**src/rtl/picoblaze_io_hub.sv**
```systemverilog
// picoblaze_io_hub
// I/O hub for a PicoBlaze core. It provides input ports, output registers
// with write strobes, and a small maskable interrupt controller.
//
// Address map (port_id):
//   0x00+k  input port k        (R)
//   0x10+k  output register k   (W; R only with IO_HUB_READBACK_EN)
//   0x20    IRQ_PEND            (R)
//   0x21    IRQ_MASK            (R/W)
//   0x22    IRQ_CLR             (W, write-1-to-clear)
//
// Ports:
//   sysclk        system clock; all logic is on its rising edge
//   sysreset      asynchronous reset, active low
//   port_id       PicoBlaze I/O address
//   write_strobe  write qualifier
//   read_strobe   read qualifier (not needed: read data is registered every cycle)
//   io_data_in    write data from PicoBlaze
//   io_data_out   registered read data, one cycle after port_id
//   interrupt_ack interrupt acknowledge from PicoBlaze
//   interrupt     interrupt request to PicoBlaze
//   in_ports      N_IN input bytes; byte k is input port k
//   out_ports     N_OUT output bytes; byte k is output register k
//   out_wr_pulse  bit k is high for one cycle after output register k is written
//   irq_src       N_IRQ event sources, already synchronous to sysclk
//
// Build option:
//   IO_HUB_READBACK_EN  when defined, reads of 0x10+k return output register k.
//                       When undefined, those reads return 0x00 and the readback
//                       multiplexer is not built.
//
// Interrupt controller states:
//   state    | meaning
//   ST_ARMED | waiting for an unmasked pending bit; raises interrupt when one appears
//   ST_FIRED | interrupt raised; waits until no unmasked pending bit remains

module picoblaze_io_hub #(
  parameter int N_IN  = 8,
  parameter int N_OUT = 8,
  parameter int N_IRQ = 4
) (
  input  logic                 sysclk,
  input  logic                 sysreset,
  input  logic [7:0]           port_id,
  input  logic                 write_strobe,
  input  logic                 read_strobe,
  input  logic [7:0]           io_data_in,
  output logic [7:0]           io_data_out,
  input  logic                 interrupt_ack,
  output logic                 interrupt,
  input  logic [8*N_IN-1:0]    in_ports,
  output logic [8*N_OUT-1:0]   out_ports,
  output logic [N_OUT-1:0]     out_wr_pulse,
  input  logic [N_IRQ-1:0]     irq_src
);

  localparam logic [7:0] ADDR_OUT_BASE = 8'h10;
  localparam logic [7:0] ADDR_IRQ_PEND = 8'h20;
  localparam logic [7:0] ADDR_IRQ_MASK = 8'h21;
  localparam logic [7:0] ADDR_IRQ_CLR  = 8'h22;

  typedef enum logic {
    ST_ARMED = 1'b0,
    ST_FIRED = 1'b1
  } irq_state_t;

  irq_state_t          irq_state;
  logic [N_IRQ-1:0]    irq_pend;
  logic [N_IRQ-1:0]    irq_mask;
  logic [N_IRQ-1:0]    irq_src_q;
  logic [N_IRQ-1:0]    irq_edge;
  logic [N_IRQ-1:0]    irq_clr;
  logic                irq_active;

  logic [N_OUT-1:0]    wr_out_sel;
  logic                wr_mask;
  logic                wr_clr;
  logic [7:0]          rd_next;

  // Read data is registered from port_id every cycle, so the strobe carries
  // no information for this block.
  logic unused_read_strobe;
  assign unused_read_strobe = read_strobe;

  // ---------------------------------------------------------------------------
  // Write decode
  // ---------------------------------------------------------------------------
  always_comb begin
    wr_out_sel = '0;
    for (int k = 0; k < N_OUT; k++) begin
      if (write_strobe && (port_id == ADDR_OUT_BASE + 8'(k))) begin
        wr_out_sel[k] = 1'b1;
      end
    end
  end

  assign wr_mask = write_strobe && (port_id == ADDR_IRQ_MASK);
  assign wr_clr  = write_strobe && (port_id == ADDR_IRQ_CLR);

  // ---------------------------------------------------------------------------
  // Read multiplexer; anything not decoded reads as 0x00
  // ---------------------------------------------------------------------------
  always_comb begin
    rd_next = 8'h00;
    for (int k = 0; k < N_IN; k++) begin
      if (port_id == 8'(k)) begin
        rd_next = in_ports[8*k +: 8];
      end
    end
`ifdef IO_HUB_READBACK_EN
    for (int k = 0; k < N_OUT; k++) begin
      if (port_id == ADDR_OUT_BASE + 8'(k)) begin
        rd_next = out_ports[8*k +: 8];
      end
    end
`endif
    if (port_id == ADDR_IRQ_PEND) begin
      for (int i = 0; i < N_IRQ; i++) begin
        rd_next[i] = irq_pend[i];
      end
    end
    if (port_id == ADDR_IRQ_MASK) begin
      for (int i = 0; i < N_IRQ; i++) begin
        rd_next[i] = irq_mask[i];
      end
    end
  end

  always_ff @(posedge sysclk or negedge sysreset) begin
    if (!sysreset) begin
      io_data_out <= 8'h00;
    end else begin
      io_data_out <= rd_next;
    end
  end

  // ---------------------------------------------------------------------------
  // Output registers and write strobes
  // ---------------------------------------------------------------------------
  always_ff @(posedge sysclk or negedge sysreset) begin
    if (!sysreset) begin
      out_ports    <= '0;
      out_wr_pulse <= '0;
    end else begin
      out_wr_pulse <= wr_out_sel;
      for (int k = 0; k < N_OUT; k++) begin
        if (wr_out_sel[k]) begin
          out_ports[8*k +: 8] <= io_data_in;
        end
      end
    end
  end

  // ---------------------------------------------------------------------------
  // Interrupt sources: edge detect, pending and mask registers
  // ---------------------------------------------------------------------------
  assign irq_edge   = irq_src & ~irq_src_q;
  assign irq_clr    = wr_clr ? io_data_in[N_IRQ-1:0] : '0;
  assign irq_active = |(irq_pend & irq_mask);

  always_ff @(posedge sysclk or negedge sysreset) begin
    if (!sysreset) begin
      irq_src_q <= '0;
      irq_pend  <= '0;
      irq_mask  <= '0;
    end else begin
      irq_src_q <= irq_src;
      // Set is applied after clear so a new edge survives a coincident clear.
      irq_pend  <= (irq_pend & ~irq_clr) | irq_edge;
      if (wr_mask) begin
        irq_mask <= io_data_in[N_IRQ-1:0];
      end
    end
  end

  // ---------------------------------------------------------------------------
  // Interrupt controller
  // ---------------------------------------------------------------------------
  // An ack that lands on the arming edge wins and keeps the controller ARMED,
  // so a still-pending source re-raises interrupt on the next cycle instead of
  // being lost.
  always_ff @(posedge sysclk or negedge sysreset) begin
    if (!sysreset) begin
      irq_state <= ST_ARMED;
      interrupt <= 1'b0;
    end else begin
      case (irq_state)
        ST_ARMED: begin
          if (interrupt_ack) begin
            interrupt <= 1'b0;
          end else if (irq_active) begin
            interrupt <= 1'b1;
            irq_state <= ST_FIRED;
          end
        end
        ST_FIRED: begin
          if (interrupt_ack) begin
            interrupt <= 1'b0;
          end
          if (!irq_active) begin
            irq_state <= ST_ARMED;
          end
        end
        default: begin
          irq_state <= ST_ARMED;
          interrupt <= 1'b0;
        end
      endcase
    end
  end

endmodule
```
**config.mk**
```make
export PLATFORM = sky130hd
export DESIGN_NAME = picoblaze_io_hub
export DESIGN_NICKNAME = d
export VERILOG_FILES = /design/src/rtl/picoblaze_io_hub.sv
export SDC_FILE = /design/constraint.sdc
export NUM_CORES = 1
export LEC_CHECK = 0
export CORE_MARGIN = 4
export CORE_UTILIZATION = 43
export CTS_CLUSTER_SIZE = 8
export DETAILED_ROUTE_END_ITERATION = 10
export PLACE_DENSITY = 0.88
export SYNTH_ARGS = -nofsm -noshare
export SYNTH_HDL_FRONTEND = slang
export SYNTH_SLANG_ARGS = --single-unit
```
**constraint.sdc**
```tcl
create_clock -name sysclk -period 1.54 [get_ports sysclk]
set_clock_uncertainty 0.15 [all_clocks]
set_input_delay 0.308 -clock sysclk [delete_from_list [all_inputs] [get_ports sysclk]]
set_output_delay 0.308 -clock sysclk [all_outputs]
set_load 0.01 [all_outputs]
```
* Yosys cells after proc, flatten, opt, wreduce, memory -nomap -nowiden *
Cells that the tools add are included.

storage, ports and cells
  bits in registers = 94
  output and inout bits = 81
  input bits = 89
  word-level logic and storage cells = 81

operators by class
  eq/ne operators = 20
  mux-type cells = 26
  bitwise gates (word level) = 7
  reductions and logical operators = 13

operators by type and width
  kind                count
  $eq 8x5->1 const B  8
  $mux 8              8
  $eq 8x3->1 const B  4
  $eq 8x6->1 const B  3
  $eq 8x2->1 const B  2
  $mux 1              13
  $and 4x4->4         3
  $mux 4              3
  $logic_and 1x1->1   10
  $eq 8x1->1 const B  1
  $logic_not 8->1     1
  $not 4->4           2
  $or 4x4->4          1
  $pmux 1 s2          2
  $reduce_or 4->1     1
  $ne 3x3->1 const B  1
  $ne 2x2->1 const B  1
  $reduce_and 2->1    1
  $not 1->1           1

* Depth between registers and ports, before layout *
Gate-level depths: netlist (run 1).

  depth after elaboration = 11
  mapped depth = 7
  gate-level depth less buffers = 5

* Least setup slack after synthesis (run 1) *
OpenSTA, ideal clock, no wires.

  path type = in2reg
  start = input port port_id[7]
  end = register io_data_out[5]
  arrival = 1.618 ns
  path slack = -0.292 ns
  buffers on the path = 0
  data required time = 1.326 ns
  cell stages on the path = 5
  setup time = 0.064 ns
  cells stage by stage = or4_4 > or2_4 > a311o_1 > a21oi_2 > a21o_1

between the ends
  word-level cells in the longest chain between the ends = 9
  elaborated cells between the ends (all ways) = 16
  those cells by class = eq/ne (7); mux (8); reduce/logical (1)

ends and longest elaborated chain
  what                  line  source
  from (decl)           44    input logic [7:0] port_id,
  $logic_not 8->1       106   if (port_id == 8'(k)) begin
  $mux 8 (7 in series)  106
  $mux 8 *              106
  via rd_next[5]        78    logic [7:0] rd_next;
  to (signal assigned)  133   io_data_out <= rd_next;
  to (decl)             48    output logic [7:0] io_data_out,

Mark *: on every way through the listed nets, which the timed path passes. The rest lies on a longest branch.
A chain may end at the register's enable or synchronous reset.

* Final worst setup path (run 1) *
  start = input port port_id[5]
  end = register io_data_out[5]

Same word-level chain as after synthesis.

==> results of run 1 <==
through the flow:
step / cells / hold slack, ns / instance area, µm² / total power [W] / setup WS, ns
global placement: 660 / 0.0829 / 6360 / 0.00356 / -0.793
CTS: 683 / 0.222 / 6610 / 0.00510 / -0.0183
global route: 686 / 0.244 / 6690 / 0.00532 / -0.0655
detailed placement: 660 / 0.0884 / 6360 / 0.00358 / -0.820
finish: 686 / 0.235 / 6690 / 0.00507 / -0.0403
floorplan: 327 / -0.138 / 4160 / 0.00294 / -0.248
kinds of logic after synthesis:
logic type             Yosys count  share of synthesized area
AOI/OAI and AO/OA               58                     0.0891
buffers and inverters           32                     0.0311
muxes                           83                      0.234
and+or+nand+nor                 60                     0.0723
DFF                             94                      0.574
critical path: stages:
cell and delay [ns]:
buf_8 0.10, or4_4 0.57, or2_4 0.25, a311o_1 0.30, a21oi_2 0.11, a21o_1 0.09
synthesized netlist by cell type (all sizes together), types with 3 or more instances:
master,instances,area share
a21oi,9,0.012
a22oi,3,0.0055
a31oi,4,0.0061
buf,7,0.0082
clkbuf,3,0.0027
dfrtp,94,0.57
inv,22,0.020
mux2,72,0.20
mux2i,8,0.020
mux4,3,0.016
nand2,19,0.017
nand3,6,0.0073
nor2,16,0.015
nor2b,6,0.0092
o211ai,3,0.0055
o21ai,23,0.028
o22ai,3,0.0046
layer usage:
metal	wire, µm	vias up
li1	-	1621
met3	1440	13
met4	122	0
met2	6400	163
met5	0	-
met1	5210	1676
power by group through the flow:
stage / Clock, W / Sequential [W] / Combinational [W]
final: 0.00156 / 0.00262 / 0.000898
after global routing: 0.00171 / 0.00263 / 0.000968
after CTS: 0.00160 / 0.00262 / 0.000881
after detailed placement: 0 / 0.00267 / 0.000912
after global placement: 0 / 0.00266 / 0.000898
after floorplan: 0 / 0.00270 / 0.000239
what timing repair did:
item	4_1_cts	5_1_grt
endpoints found under the hold margin	53	0
gates cloned	1	1
hold buffers	1	0
setup buffers	5	2
pin swaps	11	5
resized for setup	145	54
endpoints found under the setup margin	169	82
final timing paths:
path	depth (start not counted)	to
hold reg to reg	1	irq_pend[1]
hold / removal	2	out_ports[44]
min in group sysclk	1	irq_src_q[0]
max in group asynchronous	3	out_ports[59]
setup reg to reg	5	interrupt
setup / recovery	6	io_data_out[5]
state kept, by name, summed over array words and instances, names as in the netlist:
| name | cells |
|---|---|
| irq_src_q | 4 |
| irq_state | 1 |
| irq_mask | 4 |
| interrupt | 1 |
| irq_pend | 4 |
| out_wr_pulse | 8 |
| io_data_out | 8 |
| out_ports | 64 |
cell type report:
class	instances	area, µm²	share of cell area
inverter	22	82.6	0.0123
multi-input combinational	203	1820	0.273
clock buffer	10	138	0.0206
timing repair buffer	222	2080	0.311
tap	129	161	0.0241
sequential	94	2350	0.351
clock inverter	6	53.8	0.00804
==> flow_summary.json, run 1 <==
{
  "p_sw_frac": 0.263,
  "violations": "setup timing",
  "synth.ff_latch_count": 94,
  "cts_htree_levels": 3,
  "reg2reg_from": "irq_mask[2]",
  "p_seq_frac": 0.516,
  "vias": 3473,
  "drt_first_pass_iters": 4,
  "synth_edf_count": 0,
  "grt_pass1_wl_um": 20900,
  "hold_class": "in -> async",
  "r2r_slack_ns": 0.24,
  "dieArea_um2": 11200,
  "final_hold_viol_count": 0,
  "synth-seq-area-share": 0.574,
  "fin_util": 0.724,
  "min_period_ns": 1.58,
  "grt_use_total": 0.239,
  "fp.coreArea_um2": 9240,
  "status": "finished, violations left",
  "leakagePower_nw": 3.44,
  "worstSetupStartpointType": "primary input",
  "syn_area_um2": 4100,
  "period_share": 1.03,
  "synth_cell_types": 39,
  "fillCellCount": 663,
  "diodes": 0,
  "area_growth_pct": 63.3,
  "portBuffers": 168,
  "setup_violations": 1,
  "gp_congestion": 0.861,
  "die_height_um": 106,
  "final_cell_mix": "94 x dfrtp_1, 73 x clkdlybuf4s50_1, 70 x mux2_2",
  "ant_nets": 0,
  "crit_path_end_kind": "register",
  "avgSynthCellArea_um2": 12.5,
  "die_w_um": 106,
  "wire_per_inst_um": 19.2,
  "top_usage_layer": "met2",
  "dp_hpwl_um": 10100,
  "setup_slack_ns": -0.0403,
  "grt-ovfl-total": 0,
  "insertion_delay_ns": 0.36,
  "io_pins": 170,
  "nNetsFinal": 641,
  "drive_gt1_frac": 0.336,
  "power.internal_w": 0.00374,
  "grt_max_degree": 29,
  "use_met1": 0.284,
  "synth_top_flop_cell": "dfrtp_1",
  "clock_tree.root_cell": "clkbuf_8",
  "p_sw_w": 0.00134,
  "synthCells": 327,
  "report.final.slew_viol_count": 0,
  "cellPowerDensity_nw_per_um2": 758,
  "vias_per_cell": 5.06,
  "arrival_ns": 1.73,
  "wl_um": 13200,
  "drt-initial-drc-count": 90,
  "use_met3": 0.107,
  "p_clk_frac": 0.307,
  "ir_drop_v": 0.000904,
  "max_cap_violations": 0,
  "rsz0062_at_grt": "yes",
  "fin_tns_setup_ns": -0.0403,
  "final_common_cell": "dfrtp_1",
  "drc_errors": 0,
  "cts_buffers": 9,
  "yosys_warnings": 0,
  "row_count": 35,
  "async_flop_share": 1.00,
  "critPathRequiredTime_ns": 1.69,
  "cts.clk_slew.worst_paths_ns": 0.09,
  "worstSetupStartpoint": "port_id[5]",
  "grt_pass1_vias": 3892,
  "cts_tree": "done",
  "initial_utilization": 0.444,
  "relSlewSlack": 0.767,
  "tightest_slew_ns": 0.349,
  "clockBufferDepth": 2,
  "comb_power_share": 0.177,
  "syn-num-nets": 416,
  "clkSinkCount": 94,
  "grtUsageMet2": 0.407,
  "worst-setup-path-type": "in -> reg",
  "fmaxAchievable_mhz": 633,
  "antenna_found_initial": 0,
  "cp_max_fo": 3
}
Note: power is estimated with default switching activity, not from simulation.
==> inputs of run 2 (changes only) <==
--- a/config.mk
+++ b/config.mk
@@ -5,6 +5,7 @@
 export SDC_FILE = /design/constraint.sdc
 export NUM_CORES = 1
 export LEC_CHECK = 0
+export CAP_MARGIN = 40
 export CORE_MARGIN = 4
 export CORE_UTILIZATION = 43
 export CTS_CLUSTER_SIZE = 8
==> constraint.sdc (replaced) <==
create_clock -name sysclk -period 1.54 [get_ports sysclk]
set_clock_uncertainty 0.15 [all_clocks]
set_input_delay 0.308 -clock sysclk [delete_from_list [all_inputs] [get_ports sysclk]]
set_output_delay 0.308 -clock sysclk [all_outputs]
set_load 0.02 [all_outputs]
==> run 2 against run 1 <==
Against the previous run:
- the run still ends with setup timing left
- register-to-register slack about the same
- non-clock buffer count unchanged
- sequential power is essentially flat
- wire length grew 0.27%
- combinational power up 5.9%
- clock power about the same
- first-iteration DRC count is 13% higher
- count of clock-buffer cells in the layout unchanged
- setup slack got worse by 0.0037 ns
- die area did not move
- critical path type unchanged
==> flow_summary.json, run 2 (synthesized netlist as in run 1, its figures left out) <==
{
  "die_w_um": 106,
  "rsz0062_at_grt": "yes",
  "vias_per_cell": 5.06,
  "die_height_um": 106,
  "max_cap_violations": 0,
  "nNetsFinal": 641,
  "fillCellCount": 677,
  "worst-setup-path-type": "in -> reg",
  "relSlewSlack": 0.768,
  "ir_drop_v": 0.000895,
  "initial_utilization": 0.444,
  "grt_pass1_wl_um": 21100,
  "vias": 3470,
  "drc_errors": 0,
  "diodes": 0,
  "fin_cells": 686,
  "setup_violations": 1,
  "final_hold_viol_count": 0,
  "status": "finished, violations left",
  "clockBufferDepth": 2,
  "grt_max_degree": 29,
  "hold_ws_ns": 0.236,
  "dp_cells": 660,
  "insertion_delay_ns": 0.35,
  "cp_slowest_cell": "or4_4",
  "cp_max_fo": 3,
  "min_period_ns": 1.58,
  "antenna_found_initial": 0,
  "area_growth_pct": 59.4,
  "dp_hpwl_um": 10100,
  "worstSetupStartpointType": "primary input",
  "multi_input_area_um2": 1830,
  "fmaxAchievable_mhz": 631,
  "period_share": 1.03,
  "cellPowerDensity_nw_per_um2": 785,
  "cts_tree": "done",
  "fp.coreArea_um2": 9240,
  "arrival_ns": 1.74,
  "io_pins": 170,
  "portBuffers": 168,
  "postPlaceCellArea_um2": 6360,
  "violations": "setup timing",
  "drive_gt1_frac": 0.433,
  "ant_nets": 0,
  "final_cell_mix": "94 x dfrtp_1, 73 x clkdlybuf4s50_1, 70 x mux2_2",
  "tightest_slew_ns": 0.348,
  "clock_tree.root_cell": "clkbuf_8",
  "wl_um": 13200,
  "layout.area.seq_um2": 2350,
  "dp_slack_ns": -0.820,
  "gp_congestion": 0.861,
  "drt_first_pass_iters": 4,
  "setup_slack_ns": -0.0440,
  "clkSinkCount": 94,
  "grt_pass1_vias": 3904,
  "drt-initial-drc-count": 102,
  "top_regs": "out_ports: 64 flops, io_data_out: 8 flops, out_wr_pulse: 8 flops",
  "grt-ovfl-total": 0,
  "final_common_cell": "dfrtp_1",
  "grt_use_total": 0.241,
  "slowest_delay_ns": 0.57,
  "stdcell_area_um2": 6530,
  "hold_class": "in -> async",
  "report.final.slew_viol_count": 0,
  "cts_buffers": 9,
  "largest_reg_flops": 64,
  "cts_htree_levels": 3,
  "wire_per_inst_um": 19.2,
  "dieArea_um2": 11200,
  "cts.clk_slew.worst_paths_ns": 0.09,
  "leakagePower_nw": 3.29,
  "crit_path_end_kind": "register",
  "critPathRequiredTime_ns": 1.69,
  "row_count": 35,
  "max_flop_register": "out_ports",
  "worstPathCellList": "buf_8 -> or4_4 -> or2_4 -> a311o_1 -> a21oi_2 -> a21o_1"
}
[run 2: what timing repair did]
| action | in CTS | in global routing |
|---|---|---|
| gates cloned | 1 | 1 |
| gates resized for setup | 207 | 88 |
| hold endpoints to repair | 53 | 0 |
| endpoints found under the setup margin | 169 | 107 |
| setup buffers | 5 | 2 |
| pin swaps | 10 | 5 |
| hold buffers | 1 | 0 |
[run 2: stage by stage]
stage           util  TNS (ns)  power (W)
2_1_floorplan      -     -4.33    0.00301
3_3_place_gp   0.688    -58.51    0.00363
3_5_place_dp   0.688    -61.69    0.00365
4_1_cts        0.724   -0.0183    0.00518
5_1_grt        0.707   -0.0658    0.00537
6_report       0.707   -0.0440    0.00513
[run 2: critical path: cells and delay by family]
kind	cells	cell delay [ns]
buffers and inverters	1	0.10
AND/OR/NAND/NOR	2	0.82
AO/OA/AOI/OAI	3	0.50
[run 2: where the power goes]
group / internal (W) / switching, W / total (W)
Sequential: 0.00257 / 0.0000543 / 0.00262
Clock: 0.000659 / 0.000899 / 0.00156
Combinational: 0.000497 / 0.000454 / 0.000951
Total: 0.00372 / 0.00141 / 0.00513
[run 2: per-layer routing]
layer | vias up | share of wire | GRT usage
li1 | 1618 | - | -
met1 | 1682 | 0.39 | 0.288
met2 | 159 | 0.49 | 0.412
met3 | 11 | 0.11 | 0.105
met4 | 0 | 0.0085 | 0.0389
met5 | - | 0 | 0
[run 2: area by class of cell]
cell class | count | share of cell area
well taps | 129 | 0.0247
multi-input cells | 203 | 0.280
clock buffers | 10 | 0.0211
clock inverters | 6 | 0.00823
inverters | 22 | 0.0126
flip-flops and latches | 94 | 0.360
repair buffers | 222 | 0.293
[run 2: final timing paths]
path                                   to  slack, ns          from  cells after the start
min in group sysclk          irq_src_q[0]       0.27    irq_src[0]                      1
max in group asynchronous   out_ports[59]       0.51      sysreset                      3
setup reg to reg                interrupt       0.24   irq_mask[2]                      5
setup / recovery           io_data_out[5]      -0.04    port_id[5]                      6
hold / removal              out_ports[44]       0.24      sysreset                      2
hold reg to reg               irq_pend[1]       0.28  irq_src_q[1]                      1
==> inputs of run 3 (changes only) <==
--- a/config.mk
+++ b/config.mk
@@ -10,6 +10,7 @@
 export CORE_UTILIZATION = 43
 export CTS_CLUSTER_SIZE = 8
 export DETAILED_ROUTE_END_ITERATION = 10
+export GPL_ROUTABILITY_DRIVEN = 0
 export PLACE_DENSITY = 0.88
 export SYNTH_ARGS = -nofsm -noshare
 export SYNTH_HDL_FRONTEND = slang
==> run 3 against run 2 <==
Against the previous run:
- sequential power about the same
- non-clock buffer count increased by 4
- critical path type unchanged
- the flow still finishes with violations (setup timing)
- count of clock-buffer cells in the layout unchanged
- final cell count increased by 0.73%
==> flow_summary.json, run 3 (synthesized netlist as in run 1, its figures left out) <==
{
  "status": "finished, violations left",
  "violations": "setup timing",
  "period_share": 1.04,
  "report.final.slew_viol_count": 0,
  "portBuffers": 168,
  "drt_first_pass_iters": 4,
  "ir_drop_v": 0.00108,
  "largest_reg_flops": 64,
  "nNetsFinal": 646,
  "final_cell_mix": "94 x dfrtp_1, 71 x clkdlybuf4s50_1, 69 x mux2_2",
  "arrival_ns": 1.75,
  "drive_gt1_frac": 0.402,
  "setup_slack_ns": -0.0668,
  "drt-initial-drc-count": 162,
  "relSlewSlack": 0.666,
  "ant_nets": 0,
  "hold_class": "reg -> reg",
  "reg2regPathDepth": 5,
  "row_count": 35,
  "setup_violations": 53,
  "dp_cells": 655,
  "antenna_found_initial": 0,
  "diodes": 0,
  "vias": 3645,
  "r2r_slack_ns": 0.17,
  "initial_utilization": 0.444,
  "clock_tree.root_cell": "clkbuf_8",
  "clkSinkCount": 94,
  "drc_errors": 0,
  "max_flop_register": "out_ports",
  "final_common_cell": "dfrtp_1",
  "cellPowerDensity_nw_per_um2": 795,
  "top_regs": "out_ports: 64 flops, io_data_out: 8 flops, out_wr_pulse: 8 flops",
  "die_w_um": 106,
  "crit_end": "io_data_out[5]",
  "io_pins": 170,
  "cts_buffers": 9,
  "crit_path_end_kind": "register",
  "clockBufferDepth": 2,
  "dieArea_um2": 11200,
  "cp_max_fo": 3,
  "fp.coreArea_um2": 9240,
  "worstSetupStartpointType": "primary input",
  "fin_cells": 691,
  "min_period_ns": 1.61,
  "finalPower_w": 0.00542,
  "grt-ovfl-total": 0,
  "grt_use_total": 0.248,
  "r2r_end": "interrupt",
  "fmaxAchievable_mhz": 622,
  "tightest_slew_ns": 0.502,
  "cts.clk_slew.worst_paths_ns": 0.10,
  "dp_hpwl_um": 9530,
  "wire_per_inst_um": 20.0,
  "critPathRequiredTime_ns": 1.68,
  "leakagePower_nw": 3.45,
  "max_cap_violations": 0,
  "final_hold_viol_count": 0,
  "wl_um": 13800,
  "vias_per_cell": 5.27,
  "area_growth_pct": 66.4,
  "insertion_delay_ns": 0.34,
  "grt_max_degree": 95,
  "grt_pass1_wl_um": 21600,
  "worstSetupStartpoint": "port_id[6]",
  "die_height_um": 106,
  "grt_pass1_vias": 4041,
  "reg2reg_from": "irq_mask[2]",
  "worst-setup-path-type": "in -> reg",
  "cts_htree_levels": 3,
  "cts_tree": "done",
  "rsz0062_at_grt": "yes"
}
==> run 3: worst max-delay path, stage by stage <==
cell	delay, ns
buf_8	0.10
or4_4	0.57
or2_4	0.25
a311o_1	0.31
a21oi_2	0.12
a21o_1	0.09
==> run 3: repair_timing <==
item	CTS	global route
hold endpoints to repair	94	0
endpoints found under the setup margin	169	139
gates cloned	4	0
hold buffers	1	0
pin swaps	20	17
resized for setup	190	96
buffers inserted	12	5
==> run 3: power by group <==
| part | leakage (nW) | switching (W) | internal [W] | total [W] |
|---|---|---|---|---|
| sequential | 1.27 | 0.0000550 | 0.00257 | 0.00262 |
| combinational | 2.07 | 0.000470 | 0.000501 | 0.000971 |
| clock | 0.113 | 0.000862 | 0.000968 | 0.00183 |
==> run 3: stage by stage <==
| stage | cell area [µm²] | setup TNS, ns | setup slack (ns) | hold slack (ns) | utilization |
|---|---|---|---|---|---|
| 4_1_cts | 6790 | -2.61 | -0.109 | 0.264 | 0.735 |
| 3_5_place_dp | 6310 | -63.28 | -0.834 | 0.250 | 0.682 |
| 3_3_place_gp | 6310 | -60.91 | -0.782 | 0.243 | 0.682 |
| 6_report | 6820 | -0.875 | -0.0668 | 0.274 | 0.738 |
| 5_1_grt | 6820 | -3.87 | -0.0946 | 0.262 | 0.738 |
| 2_1_floorplan | 4160 | -4.33 | -0.248 | -0.138 | - |
==> run 3: worst min-delay path by stage <==
| stage | start | to | slack, ns | cells past startpoint |
|---|---|---|---|---|
| after global routing | irq_src[0] | irq_src_q[0] | 0.26 | 1 |
| after detailed placement | sysreset | out_ports[12] | 0.25 | 2 |
| final | irq_src_q[2] | irq_pend[2] | 0.27 | 1 |
| after global placement | sysreset | out_wr_pulse[5] | 0.24 | 2 |
| after floorplan | sysreset | interrupt | -0.14 | 0 |
| after CTS | irq_src[0] | irq_src_q[0] | 0.26 | 1 |
==> run 3: cell type report <==
type / count / area [µm²]
clock buffers: 10 / 138
repair buffers: 226 / 2090
well taps: 129 / 161
fillers: 620 / 2420
clock inverters: 6 / 90.1
inverters: 22 / 82.6
flip-flops and latches: 94 / 2350
multi-input cells: 204 / 1910
==> run 3: layer usage <==
| metal | routed length, µm | up-vias | track usage |
|---|---|---|---|
| li1 | - | 1624 | - |
| met1 | 5370 | 1790 | 0.302 |
| met2 | 6560 | 206 | 0.404 |
| met3 | 1520 | 25 | 0.0919 |
| met4 | 363 | 0 | 0.0860 |
| met5 | 0 | - | 0 |
